<file path="config.mk">
export PLATFORM = sky130hd
export DESIGN_NAME = barrel_track_engine
export DESIGN_NICKNAME = d
export VERILOG_FILES = /design/src/rtl/barrel_pkg.sv /design/src/rtl/barrel_channel.sv /design/src/rtl/barrel_track_engine.sv
export SDC_FILE = /design/constraint.sdc
export NUM_CORES = 1
export LEC_CHECK = 0
export CAP_MARGIN = 0
export CORE_UTILIZATION = 52
export DETAILED_ROUTE_END_ITERATION = 10
export PLACE_DENSITY_LB_ADDON = 0.12
export SLEW_MARGIN = 20
export SYNTH_ARGS = -nofsm -noshare
export SYNTH_HDL_FRONTEND = slang
export SYNTH_SLANG_ARGS = --single-unit
</file>
<file path="constraint.sdc">
create_clock -name Clk -period 4.49 [get_ports Clk]
set_input_delay 0.449 -clock Clk [delete_from_list [all_inputs] [get_ports Clk]]
set_output_delay 0.449 -clock Clk [all_outputs]
set_load 0.005 [all_outputs]
</file>
<file path="src/rtl/barrel_pkg.sv">
// Shared channel state encoding and girder track geometry for the barrel engine.
// Rows alternate direction: even rows roll left, odd rows roll right.
package barrel_pkg;

  typedef enum logic [1:0] {
    ST_IDLE       = 2'd0,
    ST_ROLL_LEFT  = 2'd1,
    ST_ROLL_RIGHT = 2'd2,
    ST_FALL       = 2'd3
  } chan_state_t;

  localparam int         NUM_ROWS = 5;
  localparam logic [2:0] LAST_ROW = 3'd4;
  localparam logic [6:0] ROW_Y [NUM_ROWS] = '{7'd16, 7'd40, 7'd64, 7'd88, 7'd113};

  function automatic logic [6:0] row_y(input logic [2:0] row);
    case (row)
      3'd0:    return ROW_Y[0];
      3'd1:    return ROW_Y[1];
      3'd2:    return ROW_Y[2];
      3'd3:    return ROW_Y[3];
      default: return ROW_Y[4];
    endcase
  endfunction

  function automatic chan_state_t row_dir(input logic [2:0] row);
    return row[0] ? ST_ROLL_RIGHT : ST_ROLL_LEFT;
  endfunction

endpackage

</file>
<file path="src/rtl/barrel_channel.sv">
// One barrel: spawn, roll, fall and despawn along the track, advancing one pixel per Tick.
// Overlap is combinational against the registered position; the top registers the OR.
module barrel_channel
  import barrel_pkg::*;
#(
  parameter int SPAWN_X  = 133,
  parameter int MAX_X    = 155,
  parameter int BARREL_W = 5
) (
  input  logic       Clk,
  input  logic       Reset,
  input  logic       Tick,
  input  logic       Spawn,
  input  logic [7:0] PlayerX,
  input  logic [6:0] PlayerY,
  output logic [7:0] X,
  output logic [6:0] Y,
  output logic       Active,
  output logic       Idle,
  output logic       Despawning,
  output logic       Overlap
);

  localparam logic [7:0] L_SPAWN_X = 8'(SPAWN_X);
  localparam logic [7:0] L_MAX_X   = 8'(MAX_X);
  localparam logic [8:0] L_W       = 9'(BARREL_W);

  chan_state_t r_state;
  logic [7:0]  r_x;
  logic [6:0]  r_y;
  logic [2:0]  r_row;
  logic [2:0]  w_next_row;
  logic [6:0]  w_y_inc;
  logic [8:0]  w_dx;
  logic [8:0]  w_dy;

  assign w_next_row = r_row + 3'd1;
  assign w_y_inc    = r_y + 7'd1;

  // The move that lands on a row end also switches to FALL, so every tick moves one pixel.
  always_ff @(posedge Clk) begin
    if (Reset) begin
      r_state <= ST_IDLE;
      r_x     <= '0;
      r_y     <= '0;
      r_row   <= '0;
    end else if (Tick) begin
      case (r_state)
        ST_IDLE: begin
          if (Spawn) begin
            r_state <= ST_ROLL_LEFT;
            r_x     <= L_SPAWN_X;
            r_y     <= ROW_Y[0];
            r_row   <= '0;
          end
        end
        ST_ROLL_LEFT: begin
          if (r_x != 8'd0) begin
            r_x <= r_x - 8'd1;
            if (r_x == 8'd1 && r_row != LAST_ROW) r_state <= ST_FALL;
          end else if (r_row != LAST_ROW) begin
            r_state <= ST_FALL;
          end else begin
            r_state <= ST_IDLE;
            r_y     <= '0;
            r_row   <= '0;
          end
        end
        ST_ROLL_RIGHT: begin
          if (r_x < L_MAX_X) begin
            r_x <= r_x + 8'd1;
            if (r_x == L_MAX_X - 8'd1) r_state <= ST_FALL;
          end else begin
            r_state <= ST_FALL;
          end
        end
        ST_FALL: begin
          r_y <= w_y_inc;
          if (w_y_inc == row_y(w_next_row)) begin
            r_row   <= w_next_row;
            r_state <= row_dir(w_next_row);
          end
        end
        default: r_state <= ST_IDLE;
      endcase
    end
  end

  assign X          = r_x;
  assign Y          = r_y;
  assign Active     = (r_state != ST_IDLE);
  assign Idle       = (r_state == ST_IDLE);
  assign Despawning = Tick && (r_state == ST_ROLL_LEFT) && (r_x == 8'd0) && (r_row == LAST_ROW);

  assign w_dx = (r_x >= PlayerX) ? ({1'b0, r_x} - {1'b0, PlayerX})
                                 : ({1'b0, PlayerX} - {1'b0, r_x});
  assign w_dy = (r_y >= PlayerY) ? ({2'b00, r_y} - {2'b00, PlayerY})
                                 : ({2'b00, PlayerY} - {2'b00, r_y});

  assign Overlap = Active && (w_dx < L_W) && (w_dy < L_W);

endmodule

</file>
<file path="src/rtl/barrel_track_engine.sv">
// Multi-barrel engine: tick divider, spawn timer, lowest-index-idle arbiter and registered Hit.
// Enable=0 freezes the divider and therefore all motion; collision keeps evaluating.
module barrel_track_engine
  import barrel_pkg::*;
#(
  parameter int N_BARRELS   = 4,
  parameter int TICK_DIV    = 1562500,
  parameter int SPAWN_TICKS = 96,
  parameter int SPAWN_X     = 133,
  parameter int MAX_X       = 155,
  parameter int BARREL_W    = 5
) (
  input  logic                   Clk,
  input  logic                   Reset,
  input  logic                   Enable,
  input  logic [7:0]             PlayerX,
  input  logic [6:0]             PlayerY,
  output logic [8*N_BARRELS-1:0] BarrelX,
  output logic [7*N_BARRELS-1:0] BarrelY,
  output logic [N_BARRELS-1:0]   BarrelActive,
  output logic                   Tick,
  output logic                   SpawnMiss,
  output logic                   Hit
);

  localparam int            TW          = $clog2(TICK_DIV + 1);
  localparam int            SW          = $clog2(SPAWN_TICKS + 1);
  localparam logic [TW-1:0] TICK_RELOAD = TW'(TICK_DIV - 1);
  localparam logic [SW-1:0] SPAWN_LAST  = SW'(SPAWN_TICKS - 1);

  logic [TW-1:0]        r_tick_cnt;
  logic [SW-1:0]        r_spawn_cnt;
  logic                 r_tick;
  logic                 r_spawn_due;
  logic                 r_spawn_miss;
  logic                 r_hit;
  logic                 w_tick_due;
  logic                 w_spawn_now;
  logic                 w_any_free;
  logic [N_BARRELS-1:0] w_idle;
  logic [N_BARRELS-1:0] w_despawn;
  logic [N_BARRELS-1:0] w_overlap;
  logic [N_BARRELS-1:0] w_eligible;
  logic [N_BARRELS-1:0] w_grant;

  assign w_tick_due  = Enable && (r_tick_cnt == '0);
  assign w_spawn_now = w_tick_due && (r_spawn_cnt == SPAWN_LAST);

  // Spawn/miss are decided on the cycle the tick is due; channels only change on r_tick,
  // so the idle set seen here is exactly the pre-tick set the channels act on.
  always_ff @(posedge Clk) begin
    if (Reset) begin
      r_tick_cnt   <= TICK_RELOAD;
      r_spawn_cnt  <= '0;
      r_tick       <= 1'b0;
      r_spawn_due  <= 1'b0;
      r_spawn_miss <= 1'b0;
      r_hit        <= 1'b0;
    end else begin
      r_tick       <= w_tick_due;
      r_spawn_due  <= w_spawn_now;
      r_spawn_miss <= w_spawn_now && !w_any_free;
      r_hit        <= |w_overlap;
      if (w_tick_due) begin
        r_tick_cnt  <= TICK_RELOAD;
        r_spawn_cnt <= w_spawn_now ? '0 : r_spawn_cnt + SW'(1);
      end else if (Enable) begin
        r_tick_cnt <= r_tick_cnt - TW'(1);
      end
    end
  end

  assign w_eligible = w_idle & ~w_despawn;

  always_comb begin
    w_grant    = '0;
    w_any_free = 1'b0;
    for (int i = 0; i < N_BARRELS; i++) begin
      if (w_eligible[i] && !w_any_free) begin
        w_grant[i] = 1'b1;
        w_any_free = 1'b1;
      end
    end
  end

  for (genvar gi = 0; gi < N_BARRELS; gi++) begin : g_chan
    logic [7:0] w_x;
    logic [6:0] w_y;

    barrel_channel #(
      .SPAWN_X  (SPAWN_X),
      .MAX_X    (MAX_X),
      .BARREL_W (BARREL_W)
    ) u_chan (
      .Clk        (Clk),
      .Reset      (Reset),
      .Tick       (r_tick),
      .Spawn      (r_spawn_due && w_grant[gi]),
      .PlayerX    (PlayerX),
      .PlayerY    (PlayerY),
      .X          (w_x),
      .Y          (w_y),
      .Active     (BarrelActive[gi]),
      .Idle       (w_idle[gi]),
      .Despawning (w_despawn[gi]),
      .Overlap    (w_overlap[gi])
    );

    assign BarrelX[8*gi +: 8] = w_x;
    assign BarrelY[7*gi +: 7] = w_y;
  end

  assign Tick      = r_tick;
  assign SpawnMiss = r_spawn_miss;
  assign Hit       = r_hit;

endmodule

</file>
---- After elaboration in Yosys (flattened, before gate mapping) ----
Cells that the tools add are included.
word-level totals
  register bits ........................... 112
  input bits .............................. 18
  output and inout bits ................... 67
  word-level logic and storage cells ...... 360
cells by class
  add/sub/neg operators ................... 34
  order comparisons ....................... 20
  eq/ne operators ......................... 77
  multiplexer cells ....................... 120
  bitwise gates (word level) .............. 2
  reduce and logical (&&, ||, !) cells .... 85
operators with widths
  cell                   count
  $mux W7                25
  $pmux W7 S4            4
  $mux W8                12
  $pmux W8 S3            4
  $pmux W7 S3            4
  $lt A9 B3 Y1 const B   8
  $mux W9                8
  $sub A8 B8 Y9          8
  $mux W2                32
  $sub A7 B7 Y8          8
  $reduce_and A5 Y1      12
  $mux W3                16
  $ne A3 B3 Y1 const B   12
  $pmux W3 S3            4
  $add A7 B1 Y7 const B  5
  $logic_and A1 B1 Y1    34
  $add A8 B1 Y8 const B  4
  $eq A8 B1 Y1 const B   4
  $eq A8 B8 Y1 const B   4
  $ge A8 B8 Y1           4
  $logic_not A8 Y1       4
  $lt A8 B8 Y1 const B   4
  $ne A2 B1 Y1 const B   16
  $pmux W2 S4            4
  other kinds (25)       98

---- Longest topological paths before layout ----
Gate-level depths: netlist (run 1).
  word-level depth ........................ 19
  gate-level depth with buffers ........... 14
  mapped depth without buffers ............ 13

---- Hierarchy ----
A second synthesis (run 1) with hierarchy kept.
second synthesis, totals
  cells, all modules ...................... 1876
  area, all modules ....................... 13870.8 µm²
modules (own cells, without submodules)
  module                                 instances  cells an instance  area an instance (µm²)  seq. area each (µm²)
  barrel_channel (g_chan[0].u_chan ...)  3          427                3109.2                  400.4
  barrel_channel (g_chan[1].u_chan)      1          421                3001.6                  400.4
  barrel_track_engine                    1          174                1541.5                  640.6

---- Worst setup path before layout (run 1) ----
Ideal clock, no wire load.
  path type ............................... input to register
  from .................................... input PlayerY[1]
  to ...................................... register r_hit, in the netlist Hit
  setup time .............................. 74 ps
  data arrival time ....................... 3256 ps
  required time ........................... 4416 ps
  path slack .............................. 1160 ps
  stages on the path ...................... 11
  path buffers ............................ 0
  cells stage by stage .................... inv_1 -> fa_1 -> a21o_1 -> a21oi_1 -> nand3_1 -> a31oi_2 -> mux2i_1 -> xnor2_1 -> a2111o_1 -> or4_1 -> a31oi_1
on the way
  longest elaborated chain between the ends .. 5
  elaborated cells on any way between the ends .. 25
  those cells by class .................... add/sub: 8; order compare: 8; mux: 4; reduce/logical: 5
RTL lines
  item                                   line                       text
  start, declared                        barrel_track_engine.sv:17  input logic [6:0] PlayerY,
  $sub A7 B7 Y8 (tied with other cells)  barrel_channel.sv:98       : ({2'b00, PlayerY} - {2'b00, r_y});
  $mux W9                                barrel_channel.sv:97       assign w_dy = (r_y >= PlayerY) ? ({2'b00, r_y} - {2'b00, PlayerY})
  $lt A9 B3 Y1                           barrel_channel.sv:100      assign Overlap = Active && (w_dx < L_W) && (w_dy < L_W);
  $logic_and A1 B1 Y1                    barrel_channel.sv:100
  $reduce_or A4 Y1 *                     barrel_track_engine.sv:63  r_hit <= |w_overlap;
  end signal, assigned                   barrel_track_engine.sv:63
  end, declared                          barrel_track_engine.sv:36  logic r_hit;
Mark *: on every way between the ends. The rest lies on a longest branch, timed or not.
A chain may end at the register's enable or synchronous reset.

---- Worst setup path after layout (run 1) ----
  from .................................... input PlayerY[0]
  to ...................................... register r_hit, in the netlist Hit
Same word-level chain as after synthesis.

==> impl_metrics.csv, run 1 <==
group,metric,value,unit
outcome,status,"finished clean",
logic_synthesis,synth_edf_count,0,
clocking,root_buffer,"clkbuf_16",
critical_path,cp-start-kind,"input pin",
floorplanning,start_util,53.39,%
floorplanning,ios,85,
logic_synthesis,syn_nets,2004,
timing,max_freq,268.9,MHz
global_routing,grt_pass1_vias,11840,
routing,route.detailed.drc,0,
logic_synthesis,synth_top_family_by_area,"compound AO/OA/AOI/OAI gates",
place,portBuffers,84,
timing,period_needed,3.718,ns
layout,area_delta_synth_final,10.76,%
power,ir_drop,0.1483,mV
floorplanning,die_w,160.5,µm
timing,setup_viol,0,
global_routing,grt_use_total,29.67,%
clocking,cts_tree,"built",
routing,dr.pass1.iters,7,
clocking,clockBufferDepth,2,
logic_synthesis,synth_mux_area_share,2.088,%
clocking,ctsResizeCount,0,
logic_synthesis,ys.flop_type,"dfxtp_1",
logic_synthesis,synth-xor-area-share,7.175,%
clocking,cts_htree_levels,3,
timing,fin_setup_tns,0,ns
floorplanning,die_height,160.5,µm
global_routing,grt_max_degree,59,
place,gp_congestion,0.9580,
timing,fin_skew,0.01898,ns
critical_path,critPathKind,"in2reg",
logic_synthesis,yosysWarningCount,0,
global_routing,antenna_found_initial,0,
logic_synthesis,synth_compound_area_share,24.18,%
logic_synthesis,synth_top_area_share,17.82,%
logic_synthesis,synth_async_sr_flop_share,0,%
timing,tightestPinTransition,0.8221,ns
routing,wl_per_cell,17.95,µm
power,p_leak,5.738,nW
logic_synthesis,yosys.cell_types.count,76,
global_routing,grt_pass1_wl,62130,µm
logic_synthesis,syn_avg_cell_area,7.321,µm²
timing,hold_viol_final,0,
layout,drive_above_1_share,2.962,%
routing,vias,12940,
global_routing,overflow,0,
critical_path,end_kind,"flop",
clocking,clock-sinks,112,
timing,rsz0062_at_grt,"no",
floorplanning,fp.coreArea,24460,µm²
logic_synthesis,synth-seq-area-share,17.17,%
logic_synthesis,synthAdderAreaFrac,20.27,%
critical_path,required,4.78,ns
layout,layout_common_cells,"ha_1, nor2_1, a21oi_1",
critical_path,cp.arrival,4.00,ns
timing,period_share,82.81,%
routing,drt.antenna.violating_nets,0,
clocking,postCtsHoldBufs,0,
clocking,clkTransAtPathRegs,0.09,ns
min_path,hold_path.class,"reg2reg",
logic_synthesis,syn_area,13060,µm²
logic_synthesis,synth_area_leader_cell,"ha_1",
layout,stdcell_count,2147,
timing,whs,0.4839,ns
clocking,cts_buffers,9,
floorplanning,dieArea,25760,µm²
logic_synthesis,yosys.area_share.simple,22.37,%
logic_synthesis,synth_area_leaders,"ha_1, dfxtp_1, a21oi_1",
clocking,cts_setup_buffers,0,
clocking,clock_latency,0.37,ns
routing,first_iter_violations,1141,
timing,drv_slew,0,
run,cap_viol_max_count,0,
place,dp_cells,2131,
routing,drt-total-wl,38540,µm
routing,viasPerCell,6.027,
critical_path,crit_fanout,8,
floorplanning,rows,57,
layout,antennaDiodeCount,0,
logic_synthesis,synth-seq-cells,112,
layout,fin_nets,2038,
power,power.density,160.9,nW/µm²
place,hpwl,29270,µm
layout,final_common_cell,"ha_1",
timing,slew_headroom,44.93,%
logic_synthesis,synth_cells,1784,
## where the power goes
part           internal (mW)  switching [mW]  leakage [nW]
clock network          0.457           0.479         0.160
registers              0.995         0.00307         0.903
logic                  0.154           0.239          4.68
## layer usage
metal / up-vias / routed length (µm) / global-route usage [%]
li1: 6389 / - / -
met1: 6061 / 18420 / 42.46
met2: 442 / 17210 / 47.50
met3: 47 / 2173 / 2.712
met4: 0 / 739 / 7.662
met5: - / 0 / 0
## worst paths after layout
| kind | cells after the start | from | to | slack (ns) |
|---|---|---|---|---|
| worst max-delay path | 14 | PlayerY[0] | Hit$_SDFF_PP0_ | 0.77 |
| worst min-delay path | 2 | r_spawn_cnt[1]$_SDFFE_PP0P_ | r_spawn_cnt[1]$_SDFFE_PP0P_ | 0.48 |
| worst max register to register | 15 | g_chan[0].u_chan.Y[0]$_SDFFE_PP0P_ | Hit$_SDFF_PP0_ | 0.85 |
| worst min register to register | 2 | r_spawn_cnt[1]$_SDFFE_PP0P_ | r_spawn_cnt[1]$_SDFFE_PP0P_ | 0.48 |
## per-stage QoR
| stage | power (mW) | cell area [µm²] | util [%] | worst slack, ns |
|---|---|---|---|---|
| floorplan | 1.286 | 13060 | - | 1.160 |
| global placement | 1.405 | 14130 | 57.77 | 0.4573 |
| detailed placement | 1.406 | 14130 | 57.77 | 0.4304 |
| CTS | 2.341 | 14460 | 59.11 | 0.8189 |
| global route | 2.432 | 14470 | 59.14 | 0.5421 |
| finish | 2.328 | 14470 | 59.14 | 0.7718 |
## sequential cells by signal, indices dropped and copies added (netlist names)
signal,count
g_chan.u_chan.X,32
g_chan.u_chan.Y,28
r_tick_cnt,21
g_chan.u_chan.r_row,12
g_chan.u_chan.r_state,8
r_spawn_cnt,7
Hit,1
SpawnMiss,1
Tick,1
r_spawn_due,1
## cell type report
type,instances,area [µm²]
fillers,2289,9996
flip-flops and latches,112,2242
well taps,324,405.4
inverters,151,566.8
clock buffers,9,225.2
multi-input cells,1441,9943
repair buffers,103,980.9
clock inverters,7,102.6
## cell usage after synthesis, drive strengths merged, types with 23 or more instances
master    n
xnor2    71
mux2i    25
nor2    181
inv     151
nor3     61
ha      186
a21o     30
xor2     36
nand2   152
nand4    23
a21oi   165
nor4     23
nand3    66
dfxtp   112
o21ai    97
clkbuf   75
## worst max-delay path, cell delays in order
cell and delay (ns):
clkdlybuf4s50_1 0.60, ha_1 0.22, inv_1 0.06, fa_1 0.40, a21o_1 0.18, a21oi_1 0.24, nand3_1 0.13, a31oi_2 0.19
buf_4 0.20, mux2i_1 0.22, xnor2_1 0.11, a2111o_1 0.36, or4_1 0.49, a31oi_1 0.17
## logic make-up after synthesis
| group | Yosys count |
|---|---|
| simple gates | 612 |
| buf+inv | 231 |
| xor+xnor | 107 |
| fa+ha+maj | 202 |
| flops | 112 |
| compound gates | 493 |
| mux | 27 |
Power figures use the tool's default switching activity.
==> run 2, diff against run 1 <==
==> constraint.sdc (replaced) <==
create_clock -name Clk -period 3.4 [get_ports Clk]
set_input_delay 0.34 -clock Clk [delete_from_list [all_inputs] [get_ports Clk]]
set_output_delay 0.34 -clock Clk [all_outputs]
set_load 0.005 [all_outputs]
==> run 2 against run 1 <==
Clock power increased by 28%. Register-to-register slack got worse by 0.64 ns. Worst hold slack got worse by 0.0045 ns. Critical endpoint unchanged. Highest routed layer unchanged.
==> impl_metrics.csv, run 2 (synthesized netlist as in run 1, its figures left out) <==
group,metric,value,unit
floorplanning,start_util,53.39,%
global_routing,grt_pass1_wl,64700,µm
timing,whs,0.4795,ns
critical_path,required,3.70,ns
layout,drive_above_1_share,9.719,%
layout,final_common_cell,"ha_1",
routing,drt-total-wl,40010,µm
power,p_int,2.123,mW
power,power.density,201.9,nW/µm²
timing,drv_slew,0,
timing,fin_skew,0.02007,ns
critical_path,r2r_cells,14,
routing,dr.pass1.iters,7,
min_path,hold_path.class,"in2reg",
routing,wl_per_cell,17.56,µm
routing,first_iter_violations,1223,
critical_path,end_kind,"flop",
floorplanning,fp.coreArea,24460,µm²
place,hpwl,31000,µm
power,p_seq_share,42.2,%
min_path,min_from,"Reset",
routing,vias,13430,
layout,fin_nets,2170,
place,gp_congestion,1.018,
global_routing,grtUsageMet2,49.74,%
timing,fin_setup_tns,0,ns
critical_path,cp-start-kind,"input pin",
global_routing,grt_pass1_vias,12510,
clocking,clock-sinks,112,
global_routing,grt-busiest-layer,"met2",
clocking,clock_latency,0.39,ns
layout,stdcell_area,15480,µm²
power,p_clk_share,38.5,%
timing,setup_viol,0,
clocking,cts_htree_levels,3,
routing,viasPerCell,5.892,
power,pwr-share-comb,19.3,%
critical_path,cp.arrival,3.57,ns
routing,drt.antenna.violating_nets,0,
timing,slew_headroom,44.97,%
timing,period_needed,3.270,ns
outcome,status,"finished clean",
layout,postLayoutCoreUtil,63.27,%
place,portBuffers,84,
timing,hold_viol_final,0,
critical_path,reg2reg_slack,0.21,ns
power,p_sw_share,32.07,%
clocking,clkTransAtPathRegs,0.10,ns
clocking,root_buffer,"clkbuf_16",
routing,route.detailed.drc,0,
layout,area_delta_synth_final,18.50,%
timing,period_share,96.19,%
global_routing,antenna_found_initial,0,
layout,antennaDiodeCount,0,
clocking,clockBufferDepth,2,
layout,largest_reg_flops,32,
power,p_switching,1.002,mW
timing,max_freq,305.8,MHz
clocking,cts_tree,"built",
run,cap_viol_max_count,0,
timing,rsz0062_at_grt,"yes",
min_path,min_to,"g_chan[1].u_chan.Y[3]$_SDFFE_PP0P_",
floorplanning,ios,85,
floorplanning,dieArea,25760,µm²
power,ir_drop,0.2404,mV
place,place_area,15120,µm²
power,p_leak,6.373,nW
global_routing,grt_use_met1,42.83,%
global_routing,grt_use_total,30.87,%
timing,tightestPinTransition,0.8217,ns
min_path,whs_path_depth,2,
clocking,postCtsHoldBufs,0,
floorplanning,rows,57,
critical_path,crit_fanout,5,
layout,layout_common_cells,"ha_1, nor2_1, a21oi_1",
critical_path,r2r-start,"g_chan[0].u_chan.Y[0]$_SDFFE_PP0P_",
critical_path,rr_endpoint,"Hit$_SDFF_PP0_",
global_routing,grt_max_degree,62,
global_routing,overflow,0,
global_routing,grt_use_met3,3.745,%
critical_path,critPathKind,"in2reg",
floorplanning,die_height,160.5,µm
clocking,cts_buffers,9,
floorplanning,die_w,160.5,µm
-- run 2: final cells by class --
type	instances	area, µm²
inverter	151	566.8
multi-input combinational	1441	9963
fill	2251	8985
tap	324	405.4
timing repair buffer	235	1976
sequential	112	2242
clock inverter	7	98.84
clock buffer	9	225.2
-- run 2: worst max-delay path, stage by stage --
cell	delay [ns]
clkdlybuf4s50_1	0.48
ha_1	0.18
inv_1	0.06
fa_1	0.38
a21o_1	0.19
a21oi_2	0.16
nand3_1	0.11
a31oi_2	0.20
buf_6	0.14
mux2i_1	0.22
xnor2_1	0.09
a2111o_1	0.36
or4_1	0.51
a31oi_1	0.17
-- run 2: worst max path at each step --
stage / startpoint / to / slack [ns] / cells past startpoint
after floorplan: g_chan[0].u_chan.Y[0]$_SDFFE_PP0P_ / Hit$_SDFF_PP0_ / 0.12 / 13
after detailed placement: PlayerY[0] / Hit$_SDFF_PP0_ / -0.29 / 14
final: PlayerY[0] / Hit$_SDFF_PP0_ / 0.13 / 14
after CTS: PlayerY[0] / Hit$_SDFF_PP0_ / 0.07 / 14
after global routing: PlayerY[0] / Hit$_SDFF_PP0_ / -0.07 / 14
after global placement: PlayerY[0] / Hit$_SDFF_PP0_ / -0.21 / 14
-- run 2: power groups by stage --
stage / clock, mW / sequential (mW) / combinational (mW)
finish: 1.20 / 1.32 / 0.602
global route: 1.26 / 1.32 / 0.661
floorplan: 0 / 1.35 / 0.350
detailed placement: 0 / 1.35 / 0.585
CTS: 1.22 / 1.32 / 0.592
global placement: 0 / 1.35 / 0.583
-- run 2: timing repair --
action	CTS	global route
gates resized for setup	0	6
endpoints found under the setup margin	0	3
setup buffers	0	0
-- run 2: metal layers --
layer,vias to the layer above,wire [µm],share of wire (%)
met5,-,0,0
met4,0,975,2.4
met3,70,2421,6.1
met2,501,17880,45
met1,6204,18740,47
li1,6652,-,-
-- run 2: stage by stage --
step,power [mW],setup WS [ns],instances
floorplan,1.698,0.1153,1784
global placement,1.931,-0.2114,2263
detailed placement,1.934,-0.2943,2263
CTS,3.131,0.07370,2279
global route,3.243,-0.06656,2279
finish,3.125,0.1296,2279
